===== config.mk =====
export PLATFORM = sky130hd
export DESIGN_NAME = ifu_prefetch
export DESIGN_NICKNAME = d
export VERILOG_FILES = /design/src/rtl/ifu_prefetch.sv
export SDC_FILE = /design/constraint.sdc
export NUM_CORES = 1
export LEC_CHECK = 0
export BUFFER_PORTS_ARGS = -buffer_cell sky130_fd_sc_hd__buf_2
export CORE_UTILIZATION = 42
export CTS_CLUSTER_SIZE = 10
export DETAILED_ROUTE_END_ITERATION = 12
export GPL_ROUTABILITY_DRIVEN = 0
export SYNTH_ARGS = -nofsm -noshare
export SYNTH_HDL_FRONTEND = slang
export SYNTH_SLANG_ARGS = --single-unit

===== constraint.sdc =====
create_clock -name clk -period 10.4 [get_ports clk]
set_clock_uncertainty 0.1 [all_clocks]
set_input_delay 0 -clock clk [delete_from_list [all_inputs] [get_ports clk]]
set_output_delay 0 -clock clk [all_outputs]
set_load 0.02 [all_outputs]

===== src/rtl/ifu_prefetch.sv =====
// Instruction fetch unit with an in-order prefetch queue.
// Issues word fetches ahead of the decoder over a request/grant memory port, buffers the
// in-order responses in a DEPTH-entry queue and presents them with a valid/ready handshake.
// A redirect flushes the queue and discards responses still in flight.
// Optional macro IFU_PREFETCH_PERF_EN adds the perf_fetched / perf_discarded counters.

`ifndef INST_NOP
`define INST_NOP 32'h0000_0013
`endif

module ifu_prefetch #(
  parameter int unsigned     XLEN      = 32,
  parameter int unsigned     DEPTH     = 4,
  parameter int unsigned     MAX_OUTST = 2,
  parameter logic [XLEN-1:0] RESET_PC  = '0
) (
  input  logic            clk,
  input  logic            rst_n,
  input  logic            redirect,
  input  logic [XLEN-1:0] redirect_pc,
  output logic            mem_req,
  output logic [XLEN-1:0] mem_addr,
  input  logic            mem_gnt,
  input  logic            mem_rvalid,
  input  logic [XLEN-1:0] mem_rdata,
  output logic            inst_valid,
  output logic [XLEN-1:0] inst,
  output logic [XLEN-1:0] inst_pc,
  input  logic            inst_ready
`ifdef IFU_PREFETCH_PERF_EN
  ,
  output logic [31:0]     perf_fetched,
  output logic [31:0]     perf_discarded
`endif
);

  localparam int unsigned PtrW = $clog2(DEPTH);
  localparam int unsigned CntW = $clog2(DEPTH) + 1;

  logic [XLEN-1:0] fetch_pc_q, fetch_pc_d;
  // Address of the next response that will be kept (not discarded).
  logic [XLEN-1:0] resp_pc_q, resp_pc_d;
  logic [CntW-1:0] count_q, count_d;
  logic [CntW-1:0] outst_q, outst_d;
  logic [CntW-1:0] discard_q, discard_d;
  logic [PtrW-1:0] rd_ptr_q, rd_ptr_d;
  logic [PtrW-1:0] wr_ptr_q, wr_ptr_d;
  logic [XLEN-1:0] pc_mem_q   [DEPTH];
  logic [XLEN-1:0] data_mem_q [DEPTH];

  logic [CntW:0]   credit_used;
  logic            handshake;
  logic            drop;
  logic            push;
  logic            pop;
  logic [XLEN-1:0] redirect_tgt;

  assign credit_used  = {1'b0, count_q} + {1'b0, outst_q};
  assign redirect_tgt = redirect_pc & ~XLEN'(3);

  // Credits cover queue space for every outstanding request, so a response is never refused.
  assign mem_req = rst_n & ~redirect & (credit_used < (CntW + 1)'(DEPTH))
                 & (outst_q < CntW'(MAX_OUTST));
  assign mem_addr  = fetch_pc_q;
  assign handshake = mem_req & mem_gnt;

  // A response arriving in a redirect cycle belongs to the old stream as well.
  assign drop = mem_rvalid & (redirect | (discard_q != '0));
  assign push = mem_rvalid & ~drop;

  assign inst_valid = (count_q != '0);
  assign pop        = inst_valid & inst_ready;
  assign inst       = inst_valid ? data_mem_q[rd_ptr_q] : XLEN'(`INST_NOP);
  assign inst_pc    = inst_valid ? pc_mem_q[rd_ptr_q] : '0;

  // Next-state for fetch PC, credit counters and queue pointers.
  always_comb begin
    fetch_pc_d = fetch_pc_q;
    resp_pc_d  = resp_pc_q;
    count_d    = count_q;
    outst_d    = outst_q + CntW'(handshake) - CntW'(mem_rvalid);
    discard_d  = discard_q;
    rd_ptr_d   = rd_ptr_q;
    wr_ptr_d   = wr_ptr_q;
    if (redirect) begin
      fetch_pc_d = redirect_tgt;
      resp_pc_d  = redirect_tgt;
      count_d    = '0;
      rd_ptr_d   = '0;
      wr_ptr_d   = '0;
      // Everything still in flight belongs to the abandoned stream.
      discard_d  = outst_q - CntW'(mem_rvalid);
    end else begin
      if (handshake) fetch_pc_d = fetch_pc_q + XLEN'(4);
      if (push)      resp_pc_d  = resp_pc_q + XLEN'(4);
      if (mem_rvalid && (discard_q != '0)) discard_d = discard_q - CntW'(1);
      count_d  = count_q + CntW'(push) - CntW'(pop);
      rd_ptr_d = rd_ptr_q + PtrW'(pop);
      wr_ptr_d = wr_ptr_q + PtrW'(push);
    end
  end

  // Control state with synchronous active-low reset.
  always_ff @(posedge clk) begin
    if (!rst_n) begin
      fetch_pc_q <= RESET_PC;
      resp_pc_q  <= RESET_PC;
      count_q    <= '0;
      outst_q    <= '0;
      discard_q  <= '0;
      rd_ptr_q   <= '0;
      wr_ptr_q   <= '0;
    end else begin
      fetch_pc_q <= fetch_pc_d;
      resp_pc_q  <= resp_pc_d;
      count_q    <= count_d;
      outst_q    <= outst_d;
      discard_q  <= discard_d;
      rd_ptr_q   <= rd_ptr_d;
      wr_ptr_q   <= wr_ptr_d;
    end
  end

  // Queue storage; contents are qualified by count_q so no reset is needed.
  always_ff @(posedge clk) begin
    if (push) begin
      pc_mem_q[wr_ptr_q]   <= resp_pc_q;
      data_mem_q[wr_ptr_q] <= mem_rdata;
    end
  end

`ifdef IFU_PREFETCH_PERF_EN
  logic [31:0]     perf_fetched_q, perf_fetched_d;
  logic [31:0]     perf_discarded_q, perf_discarded_d;
  logic [CntW-1:0] flushed;
  logic [32:0]     fetched_sum;
  logic [32:0]     discarded_sum;

  // A pop in the redirect cycle still completes, so it is not counted as flushed.
  assign flushed       = redirect ? (count_q - CntW'(pop)) : '0;
  assign fetched_sum   = {1'b0, perf_fetched_q} + 33'(pop);
  assign discarded_sum = {1'b0, perf_discarded_q} + 33'(flushed) + 33'(drop);

  // Saturating event counters.
  always_comb begin
    perf_fetched_d   = fetched_sum[32] ? 32'hFFFF_FFFF : fetched_sum[31:0];
    perf_discarded_d = discarded_sum[32] ? 32'hFFFF_FFFF : discarded_sum[31:0];
  end

  // Counter registers.
  always_ff @(posedge clk) begin
    if (!rst_n) begin
      perf_fetched_q   <= '0;
      perf_discarded_q <= '0;
    end else begin
      perf_fetched_q   <= perf_fetched_d;
      perf_discarded_q <= perf_discarded_d;
    end
  end

  assign perf_fetched   = perf_fetched_q;
  assign perf_discarded = perf_discarded_q;
`endif

`ifndef SYNTHESIS
  // A response with nothing outstanding means the memory side lost track of requests.
  rvalid_has_outst_a: assert property (@(posedge clk) disable iff (!rst_n)
    mem_rvalid |-> (outst_q != '0));
`endif

endmodule


==> metrics.md <==
| Metric | Value |
|---|---|
| Pwr Total | `0.00291 W` |
| CTS clk-pin slew, worst paths | `~0.060 ns` |
| Status | `complete, no violations` |
| Final hold violation count | `0` |
| GRT Residual Overflow | `0` |
| Syn Area/Cell | `15.1 µm²` |
| P&R area growth vs syn | `22.9%` |
| Startpoint types | `primary input` |
| Switching part of the total | `23.1%` |
| Largest net degree at the start of global routing | `65` |
| Global-route wire length before repair | `about 46 mm` |
| Power Dens Cells | `177 nW/µm²` |
| Fmax | `0.327 GHz` |
| Layout Cells excl Fill | `1549` |
| Yosys cell types | `59` |
| Final ANT Viol Nets | `0` |
| Top cell type's share of synthesized area | `between 50% and 60%` |
| Comb pwr share | `10.0%` |
| Worst min-delay path category | `primary input to register` |
| Hpwl dp | `17.0 mm` |
| FFs w/ async S/R, synth | `0%` |
| Crit path time final | `3.06 ns` |
| DR pass1 iterations | `4` |
| Final setup fails | `0` |
| GRT Util Overall | `between 15 and 20%` |
| EDFF count, synth | `around 250` |
| Yosys top cell by area | `edfxtp_1` |
| Mapped Cells | `around 890` |
| Clock share of power | `39.5%` |
| Post_cts resized | `0` |
| Critical Path, Cell by Cell | `dlygate4sd3_1 > buf_2 > clkinv_1 > nor2_1 > a32oi_1 > nand3_1 > dlygate4sd3_1` |
| Vias in the first global route | `8348` |
| # port buffers | `~160` |
| Initial Util | `42.5%` |
| Synthesis-stage register bit count | `321` |
| Clock Path Buffers | `3` |
| Die H | `181 µm` |
| Worst path buffer plus inverter count | `4` |
| TNS Setup | `0 ns` |
| Worst path max stage delay | `0.78 ns` |
| I/O pin total | `around 170` |
| Main flop type after synthesis | `edfxtp_1` |
| P_int | `roughly 0.0022 W` |
| Multi-input gate area | `4230 µm²` |
| Slew @ Worst Pin | `0.955 ns` |
| Syn Std Cell Area | `13400 µm²` |
| Flop pwr share | `50.5%` |
| Total number of vias | `approximately 8300` |
| RSZ-0062 raised after global routing | `no` |
| CTS buffer count | `38` |
| Delay-heaviest family, CP | `buffers and inverters` |
| Top-count cell post-synth | `edfxtp_1` |
| Critical-path top delay cell | `clkinv_1` |
| Via density per instance | `~5.4` |
| Max-slew violations | `0` |
| Met2 routed WL | `about 13 mm` |
| Crit path DAT | `about 3.4 ns` |
| Core area | `about 31000 µm²` |
| Worst EP required | `10.75 ns` |
| Crit end category | `register` |
| Largest cells by area after synthesis | `edfxtp_1 56%, dfxtp_1 11%, mux4_2 10%` |
| Critical path class | `primary input to register` |
| Metal3 WL | `~1.8 mm` |
| Diode count | `0` |
| Fillers | `2658` |
| Die width | `~180 µm` |
| Final worst slack | `7.34 ns` |
| Hold_ws | `0.147 ns` |
| Die area | `32600 µm²` |
| Per-cell routed wire length | `approximately 19 µm` |
| Synth top cells by count | `248 x edfxtp_1, 73 x dfxtp_1, 62 x mux4_2` |
| WL met1 | `13.3 mm` |
| Worst Path Max Fanout | `about 40` |
| Clk sink count | `321` |
| Layout Nets | `between 1000 and 1500` |
| Register area | `8910 µm²` |
| YS warnings | `0` |
| Period utilization | `29.4%` |
| CTS tree | `yes` |
| CTS Root Cell | `clkbuf_16` |
| Worst-Skew Late Latency | `0.51 ns` |
| Max-cap violations | `0` |
| LEAKAGE | `5.76 nW` |
| Initial antenna violation count | `0` |
| Placed insts | `about 1400` |
| Remaining DRCs | `0` |
| Final wirelength | `roughly 29 mm` |
| Sequential area share after synthesis | `66.5%` |
| Setup WS pre-CTS | `7.36 ns` |
| CTS H-tree depth | `2` |
| Worst path most repeated cell | `dlygate4sd3_1` |
| Ratio of cells with drive above 1 in the final layout | `between 20% and 30%` |
| Initial drt markers | `roughly 480` |
| Num rows | `65` |
| Slew margin rel. | `a little over a third` |
| Max Used Layer | `met4` |
| Maximum VDD drop | `0.107 mV` |
| P_sw | `0.000672 W` |
## registers in the layout, summed over array words and instances, names as in the netlist
| name | count |
|---|---|
| outst_q | 3 |
| data_mem_q | 128 |
| rd_ptr_q | 2 |
| wr_ptr_q | 2 |
| count_q | 3 |
| resp_pc_q | 30 |
| pc_mem_q | 120 |
| discard_q | 3 |
| mem_addr | 30 |
## final timing paths
check / startpoint / endpoint / slack, ns / cells past startpoint
max reg2reg: count_q[2]$_SDFF_PP0_ / outst_q[2]$_SDFF_PN0_ / 7.35 / 11
min reg2reg: rd_ptr_q[1]$_SDFF_PP0_ / rd_ptr_q[1]$_SDFF_PP0_ / 0.41 / 2
max: rst_n / mem_addr[25]$_SDFFE_PN0P_ / 7.34 / 7
min: mem_rdata[8] / data_mem_q[3][8]$_DFFE_PP_ / 0.15 / 2
## through the flow
step	area [µm²]	utilization (%)
after floorplan	13400	-
after global placement	14600	46.4
after detailed placement	14600	46.4
after CTS	16500	52.3
after global routing	16500	52.3
final	16500	52.3
## area by class of cell
class / count / share of cell area, %
Tap cell: 402 / 3.06
Inverter: 21 / 0.479
Multi-Input combinational cell: 500 / 25.7
Clock inverter: 2 / 0.0837
Clock buffer: 53 / 6.31
Timing Repair Buffer: 250 / 10.2
Sequential cell: 321 / 54.2
## power by group through the flow
| stage | Clock (W) | Combinational [W] | Sequential (W) |
|---|---|---|---|
| floorplan | 0 | 0.000175 | 0.00149 |
| global placement | 0 | 0.000268 | 0.00150 |
| detailed placement | 0 | 0.000270 | 0.00150 |
| CTS | 0.00118 | 0.000294 | 0.00147 |
| global route | 0.00123 | 0.000323 | 0.00148 |
| finish | 0.00115 | 0.000290 | 0.00147 |
## timing repair
item,CTS,global route
buffers inserted,0,0
endpoints found under the hold margin,193,0
hold buffers,79,0
setup endpoints to repair,0,0
## kinds of logic after synthesis
logic type	Yosys count	share of synthesized area [%]
adders and majority gates	17	1.70
DFF	321	66.5
AOI/OAI and AO/OA	115	5.19
muxes	69	11.0
and+or+nand+nor	255	10.8
buffers and inverters	67	2.13
xor gates and xnor gates	40	2.62
other	1	0.0280
## routing by layer
layer	track usage, %	vias to the layer above
li1	-	3896
met5	0	-
met4	4.48	0
met2	29.0	301
met3	3.27	43
met1	25.2	4098
## layout by cell type (no fill, tap or decap), types with 3 or more instances in the layout
| master | n |
|---|---|
| edfxtp_1 | 248 |
| buf_2 | 161 |
| dlygate4sd3_1 | 79 |
| dfxtp_1 | 71 |
| mux4_2 | 62 |
| nor2b_1 | 61 |
| nand2_1 | 46 |
| clkbuf_16 | 39 |
| a21oi_1 | 35 |
| o21ai_0 | 35 |
| nand3_1 | 28 |
| nor2_1 | 25 |
| xnor2_1 | 23 |
| inv_1 | 18 |
| xor2_1 | 17 |
| nand4_1 | 16 |
| ha_1 | 15 |
| a31oi_1 | 14 |
| nor3_1 | 14 |
| clkbuf_1 | 13 |
| and2_1 | 11 |
| buf_4 | 10 |
| and4_1 | 9 |
| and3_1 | 8 |
| or3_1 | 6 |
| nor4_1 | 5 |
| o311ai_0 | 5 |
| mux2_2 | 4 |
| or4_1 | 4 |
| o211a_1 | 4 |
| or2_2 | 4 |
| conb_1 | 4 |
| nor3_2 | 3 |
| a32oi_1 | 3 |
| a211oi_1 | 3 |
| a211o_1 | 3 |
| mux2i_1 | 3 |
(Power assumes the default switching activity.)
